==> src/rtl/wb_pkg.sv <==
// Shared types and bus widths for the Wishbone master adapter.
package wb_pkg;

    typedef enum logic {
        IDLE = 1'b0,
        BUS  = 1'b1
    } state_t;

    localparam int WB_ADR_W               = 32;
    localparam int WB_DAT_W               = 32;
    localparam int WB_SEL_W               = 4;
    localparam int DEFAULT_TIMEOUT_CYCLES = 255;

endpackage

==> src/rtl/wb_timeout_counter.sv <==
// Cycle counter for an in-flight bus cycle; flags the last allowed wait cycle.
module wb_timeout_counter #(
    parameter int TIMEOUT_CYCLES = 255,
    parameter int TMO_W          = 8
) (
    input  logic clk,
    input  logic rst,
    input  logic clr,
    input  logic en,
    output logic expired
);

    localparam logic [TMO_W-1:0] LAST_COUNT = TMO_W'(TIMEOUT_CYCLES - 1);
    localparam logic [TMO_W-1:0] ONE        = TMO_W'(1);

    logic [TMO_W-1:0] count;

    // Clear has priority so every new cycle starts counting from zero.
    always_ff @(posedge clk or posedge rst) begin
        if (rst) begin
            count <= '0;
        end else if (clr) begin
            count <= '0;
        end else if (en) begin
            count <= count + ONE;
        end else begin
            count <= count;
        end
    end

    assign expired = (count == LAST_COUNT);

endmodule

==> src/rtl/wb_master_adapter.sv <==
// Wishbone B4 classic master: one registered single-transfer cycle per CPU request,
// terminated by err, ack or timeout (in that priority).
module wb_master_adapter
    import wb_pkg::*;
#(
    parameter int TIMEOUT_CYCLES = DEFAULT_TIMEOUT_CYCLES,
    parameter int TMO_W          = 8
) (
    input  logic                clk_i,
    input  logic                rst,
    input  logic                cpu_req_i,
    input  logic                cpu_we_i,
    input  logic [WB_ADR_W-1:0] cpu_addr_i,
    input  logic [WB_DAT_W-1:0] cpu_wdata_i,
    input  logic [WB_SEL_W-1:0] cpu_be_i,
    output logic [WB_DAT_W-1:0] cpu_rdata_o,
    output logic                cpu_ready_o,
    output logic                cpu_err_o,
    output logic                cpu_busy_o,
    output logic [WB_ADR_W-1:0] wb_adr_o,
    output logic [WB_DAT_W-1:0] wb_dat_o,
    output logic [WB_SEL_W-1:0] wb_sel_o,
    output logic                wb_we_o,
    output logic                wb_cyc_o,
    output logic                wb_stb_o,
    input  logic [WB_DAT_W-1:0] wb_dat_i,
    input  logic                wb_ack_i,
    input  logic                wb_err_i
);

    state_t state;
    logic   tmo_expired;
    logic   unused_addr_bits;

    // Byte offset is dropped: the bus is word-addressed and lanes come from wb_sel_o.
    assign unused_addr_bits = ^cpu_addr_i[1:0];

    wb_timeout_counter #(
        .TIMEOUT_CYCLES(TIMEOUT_CYCLES),
        .TMO_W         (TMO_W)
    ) u_tmo (
        .clk    (clk_i),
        .rst    (rst),
        .clr    (state == IDLE),
        .en     (state == BUS),
        .expired(tmo_expired)
    );

    // Request/response FSM with all bus and CPU outputs registered.
    always_ff @(posedge clk_i or posedge rst) begin
        if (rst) begin
            state       <= IDLE;
            cpu_rdata_o <= '0;
            cpu_ready_o <= 1'b0;
            cpu_err_o   <= 1'b0;
            cpu_busy_o  <= 1'b0;
            wb_adr_o    <= '0;
            wb_dat_o    <= '0;
            wb_sel_o    <= '0;
            wb_we_o     <= 1'b0;
            wb_cyc_o    <= 1'b0;
            wb_stb_o    <= 1'b0;
        end else begin
            cpu_ready_o <= 1'b0;
            cpu_err_o   <= 1'b0;
            case (state)
                IDLE: begin
                    if (cpu_req_i) begin
                        wb_adr_o   <= {cpu_addr_i[WB_ADR_W-1:2], 2'b00};
                        wb_dat_o   <= cpu_wdata_i;
                        wb_sel_o   <= cpu_be_i;
                        wb_we_o    <= cpu_we_i;
                        wb_cyc_o   <= 1'b1;
                        wb_stb_o   <= 1'b1;
                        cpu_busy_o <= 1'b1;
                        state      <= BUS;
                    end else begin
                        state <= IDLE;
                    end
                end
                BUS: begin
                    if (wb_err_i || wb_ack_i || tmo_expired) begin
                        // A store ack leaves the last load data in place.
                        if (wb_err_i || !wb_ack_i) begin
                            cpu_err_o   <= 1'b1;
                            cpu_rdata_o <= '0;
                        end else if (!wb_we_o) begin
                            cpu_rdata_o <= wb_dat_i;
                        end else begin
                            cpu_rdata_o <= cpu_rdata_o;
                        end
                        cpu_ready_o <= 1'b1;
                        cpu_busy_o  <= 1'b0;
                        wb_cyc_o    <= 1'b0;
                        wb_stb_o    <= 1'b0;
                        state       <= IDLE;
                    end else begin
                        state <= BUS;
                    end
                end
                default: begin
                    state    <= IDLE;
                    wb_cyc_o <= 1'b0;
                    wb_stb_o <= 1'b0;
                end
            endcase
        end
    end

endmodule

==> config.mk <==
export PLATFORM = sky130hd
export DESIGN_NAME = wb_master_adapter
export DESIGN_NICKNAME = d
export VERILOG_FILES = /design/src/rtl/wb_pkg.sv /design/src/rtl/wb_timeout_counter.sv /design/src/rtl/wb_master_adapter.sv
export SDC_FILE = /design/constraint.sdc
export NUM_CORES = 1
export LEC_CHECK = 0
export BUFFER_PORTS_ARGS = -buffer_cell sky130_fd_sc_hd__buf_2
export CAP_MARGIN = 20
export CORE_ASPECT_RATIO = 1.25
export CORE_UTILIZATION = 47
export CTS_CLUSTER_DIAMETER = 60
export DETAILED_ROUTE_END_ITERATION = 16
export PLACE_DENSITY = 0.77
export RECOVER_POWER = 25
export SLEW_MARGIN = 20
export SYNTH_ARGS = -nofsm -noshare
export SYNTH_HDL_FRONTEND = slang
export SYNTH_SLANG_ARGS = --single-unit
export TNS_END_PERCENT = 10
==> constraint.sdc <==
create_clock -name clk_i -period 3.55 [get_ports clk_i]
set_input_delay 0.355 -clock clk_i [delete_from_list [all_inputs] [get_ports clk_i]]
set_output_delay 0.355 -clock clk_i [all_outputs]
set_load 0.02 [all_outputs]
### Word-level counts from Yosys, hierarchy flattened

Cells that the tools add are included.
W data, S select, Z words.

* register bits: 111
* bits of input ports: 106
* output and inout port bits: 106

* add/subtract/negate cells: 1
* equal/unequal tests: 4
* mux-type cells: 14
* bitwise gates (word level): 1
* reductions and logical operators: 7

Operator list (number)
* $mux W32: 2
* $mux W1: 9
* $add A8 B1 Y8 const B: 1
* $eq A8 B8 Y1 const B: 1
* $mux W8: 1
* $ne A2 B1 Y1 const B: 2
* $pmux W1 S2: 2
* $reduce_and A2 Y1: 2
* $logic_or A1 B1 Y1: 3
* $reduce_and A3 Y1: 1
* $ne A2 B2 Y1 const B: 1
* $logic_not A1 Y1: 1
* $not A1 Y1: 1

### Logic depth before layout (Yosys ltp)

* depth in word-level cells: 5
* gate-level depth with buffers: 6
* depth with buffers taken out: 5

### Hierarchy

From an unflattened synthesis, not the netlist that was laid out.

* cells, all modules: 277
* area, all modules: 4329.2 µm²

Modules (own cells, without submodules)
* wb_master_adapter: times used 1, cells each 235, area each 3922.5 µm², sequential area each 2577.5 µm²
* wb_timeout_counter: times used 1, cells each 42, area each 406.6 µm², sequential area each 200.2 µm²

### Worst setup path before layout

No wires, ideal clock.

* kind: reg2reg
* start point: register state
* end point: register wb_dat_o[0]
* arrival: 1.227 ns
* required time: 3.425 ns
* setup slack: 2.198 ns
* stages on the path, launching flop included: 6
* buffers on the path: 3
* period minus slack after synthesis: 1.352 ns
* cell sequence: dfrtp_1 -> nor2b_1 -> clkbuf_2 -> buf_6 -> buf_6 -> mux2_4

* cells in the longest elaborated chain, start to end: 2

RTL lines
* start, declared: line wb_master_adapter.sv:31 `state_t state;`
* start signal, assigned: line wb_master_adapter.sv:52 `state <= IDLE;`
* start signal, assigned: line wb_master_adapter.sv:76 `state <= BUS;`
* start signal, assigned: line wb_master_adapter.sv:78 `state <= IDLE;`
* $not A1 Y1 (no source line)
* $reduce_and A2 Y1 (no source line)
* end signal, assigned: line wb_master_adapter.sv:70 `wb_dat_o <= cpu_wdata_i;`
* end, declared: line wb_master_adapter.sv:21 `output logic [WB_DAT_W-1:0] wb_dat_o,`

No other way between the ends.
A chain may end at the register's enable or synchronous reset.

==> impl_results.md <==
- Status: complete, but fails checks
- Failing checks: max-capacitance violations, max-slew violations
- Vias in the first global route: 3,571
- Skew final: 0.00733 ns
- Root Driver: clkbuf_16
- Top area cells in the synthesized netlist: dfrtp_1 (59%), mux2_2 (11%), mux2_4 (6.1%)
- Slew at the pin closest to its max-slew limit: 2.27 ns
- Worst endpoint required time: 4.05 ns
- Leak Pwr: 2.93 nW
- Post-synth top flop: dfrtp_1
- Placer Congestion: 0.720
- Largest net degree at the start of global routing: 69
- Number of enable flip-flop cells after synthesis: 0
- Setup Crit Path Kind: primary input to asynchronous set/reset pin
- Tmin final: 2.12 ns
- Yosys reg bits: 111
- Count of cell types in the netlist: 32
- Max-slew violation count: 63
- Residual DRC: 0
- PD cells: 656 mW/mm2
- Worst path cell trace: buf_2 -> inv_1 -> buf_4
- Hold Buf Count CTS: 0
- Critical Path End Type: asynchronous set/reset pin
- Max transition margin: -0.518
- R2r worst-path depth: 5
- Port bufs: 207
- Post-Place Setup Slack: 1.40 ns
- Largest area contributor in the netlist: dfrtp_1
- Total track usage: 0.209
- H-tree lvl count: 3
- Final antenna-violating net count: 0
- Sw Ratio: 0.347
- Core ar.: 0.00966 mm2
- Fraction of registers with async set/reset: 1.00
- Antenna violations before repair: 0
- Critical path's top delay family: buffers and inverters
- Sink Count: 111
- Area Overhead vs Synth: 28.5%
- Die height: 114 um
- Seq/Total Area, Yosys: 0.591
- ANT cells: 0
- Grt ovf: 0
- Max cap viols: 1
- Synthesized area: 0.00470 mm2
- WP buf/inv: 3
- Worst EP arrival: 2.62 ns
- Maximum vdd drop: 0.295 mV
- Max FO, Critical Path: 62
- CP Launch Type: primary input
- Final period utilization: 0.598
- Setup Viol. Count Final: 0
- # rows: 40
- DRT Wirelength: 10,800 um
- Setup tns final: 0 ns
- Combinational share of power: 0.311
- PostCTS Resize Cnt: 0
- Critical Path Max Stage Delay: 1.59 ns
- # IOs: 212
- DR vias: 3,531
- Post-route setup slack: 1.43 ns
- Die footprint: 0.0104 mm2
- TritonRoute pass-1 iters: 4
- Fin nets: 647
- Vias per cell: 5.27
- Clk_lat worst skew: 0.34 ns
- Flop pwr share: 0.444
- Share of cells above drive strength 1: 0.550
- Hold Vio Cnt, Final: 0
- WP depth: 3
- Yosys warns: 0
- Pint: 2.59 mW
- Total setup buffers inserted after CTS: 0
- CTS tree: yes
- Worst-path clk slew: 0.08 ns
- Drt wl/cell: 16.1 um
- Synth top area share: 0.591
- Cts bufs inserted: 9
- Starting Density: 0.487
- Synth Instances: 345
- Die Span X: 91.5 um
- RSZ-0062 raised after global routing: no
- HP Class: primary input to register
- Achievable Freq: 471 MHz
- Clock power share: 0.245
- Worst Hold Depth: 2
- DR iter-0 viols: 145
- First-pass GRT wire length: 17,100 um
- CTS max path bufs: 2
- Mean post-synth cell area: 13.6 um2
- Post-DP HPWL: 7680 um
- Switch Pwr: 1.37 mW
- Slowest cell on the critical path: inv_1
- Total chip power: 3.96 mW
==> registers in the layout (all words and copies together), names as in the netlist <==
register and count:
wb_we_o 1, wb_sel_o 4, cpu_err_o 1, cpu_ready_o 1
wb_stb_o 1, state 1, cpu_rdata_o 32, wb_dat_o 32
u_tmo.count 8, wb_adr_o 30
==> power groups by stage <==
stage	Sequential [mW]	Combinational [mW]	Clock, mW
2_1_floorplan	2.13	0.427	0
3_3_place_gp	1.76	1.21	0
3_5_place_dp	1.78	1.24	0
4_1_cts	1.76	1.24	0.994
5_1_grt	1.80	1.32	1.05
6_report	1.76	1.23	0.970
==> per-stage QoR <==
| stage | cell area (um2) | hold WS (ns) | util | cells |
|---|---|---|---|---|
| floorplan | 4700 | 0.445 | - | 346 |
| global placement | 5750 | 0.461 | 0.595 | 654 |
| detailed placement | 5750 | 0.467 | 0.595 | 654 |
| CTS | 6040 | 0.178 | 0.626 | 670 |
| global route | 6040 | 0.238 | 0.626 | 670 |
| finish | 6040 | 0.238 | 0.626 | 670 |
==> final timing paths <==
check,start,end,slack (ns)
min reg2reg,u_tmo.count[0],u_tmo.count[0],0.47
max in group clk_i,u_tmo.count[0],cpu_rdata_o[7],1.54
min,cpu_wdata_i[12],wb_dat_o[12],0.24
max,rst,wb_adr_o[26],1.43
max reg2reg,u_tmo.count[0],cpu_rdata_o[7],1.54
min in group asynchronous,rst,wb_dat_o[15],0.79
==> routing by layer <==
metal  track usage  up-vias  part of all wire
met5             0        -                 0
met3        0.0527       10             0.083
met2         0.360      168              0.51
li1              -     1621                 -
met1         0.252     1732              0.40
met4        0.0794        0             0.013
==> final cells by class <==
| cell class | count | area, um2 |
|---|---|---|
| Tap cell | 126 | 158 |
| Sequential cell | 111 | 2780 |
| Clock inverter | 5 | 40.0 |
| Fill cell | 780 | 3620 |
| Inverter | 4 | 15.0 |
| Multi-Input combinational cell | 202 | 1730 |
| Timing Repair Buffer | 211 | 1070 |
| Clock buffer | 11 | 253 |
==> layout by cell type, fill, tap and decap left out <==
cell type   count
nor3_4          1
buf_4           4
clkinvlp_4      2
inv_8           1
nor2b_4         1
o21bai_1        1
nand4_4         1
inv_1           3
conb_1          2
mux2_2         48
nor2_1          6
clkbuf_8        2
dfrtp_1       111
nand2b_2        1
or3_1           3
o21ai_1         1
o21a_1          1
inv_6           1
xor2_1          2
a21oi_1         3
a22oi_1        32
mux2_4         19
and2_1          1
nand2_1         2
o21ai_0        37
ha_1            2
clkinv_1        1
clkbuf_16       9
clkinv_2        1
and4bb_2        1
nand3_1         4
nand3b_1       32
buf_2         207
xnor2_1         1
==> synthesized netlist by cell type (4+ instances only) <==
cell type	instances
dfrtp_1	111
mux2_2	48
o21ai_0	37
a22oi_1	32
nand3b_1	32
mux2_4	19
buf_4	7
clkbuf_1	7
buf_2	6
buf_6	6
nor2_1	6
nand3_1	4
==> worst reg2reg max path: stages, from the launching register on <==
cell	delay [ns]
dfrtp_1	0.41
inv_1	0.07
ha_1	0.14
nand3_1	0.13
nor3_4	0.83
o21ai_0	0.26
==> cell families after synthesis <==
family,count (synthesis),share of synthesized area
compound gates,75,0.0980
xor+xnor,3,0.00559
fa+ha+maj,2,0.00532
buf+inv,33,0.0434
flops,111,0.591
mux,67,0.176
other cells,1,0.000798
simple gates,53,0.0804
No activity file was read; power rests on OpenSTA's default activity.
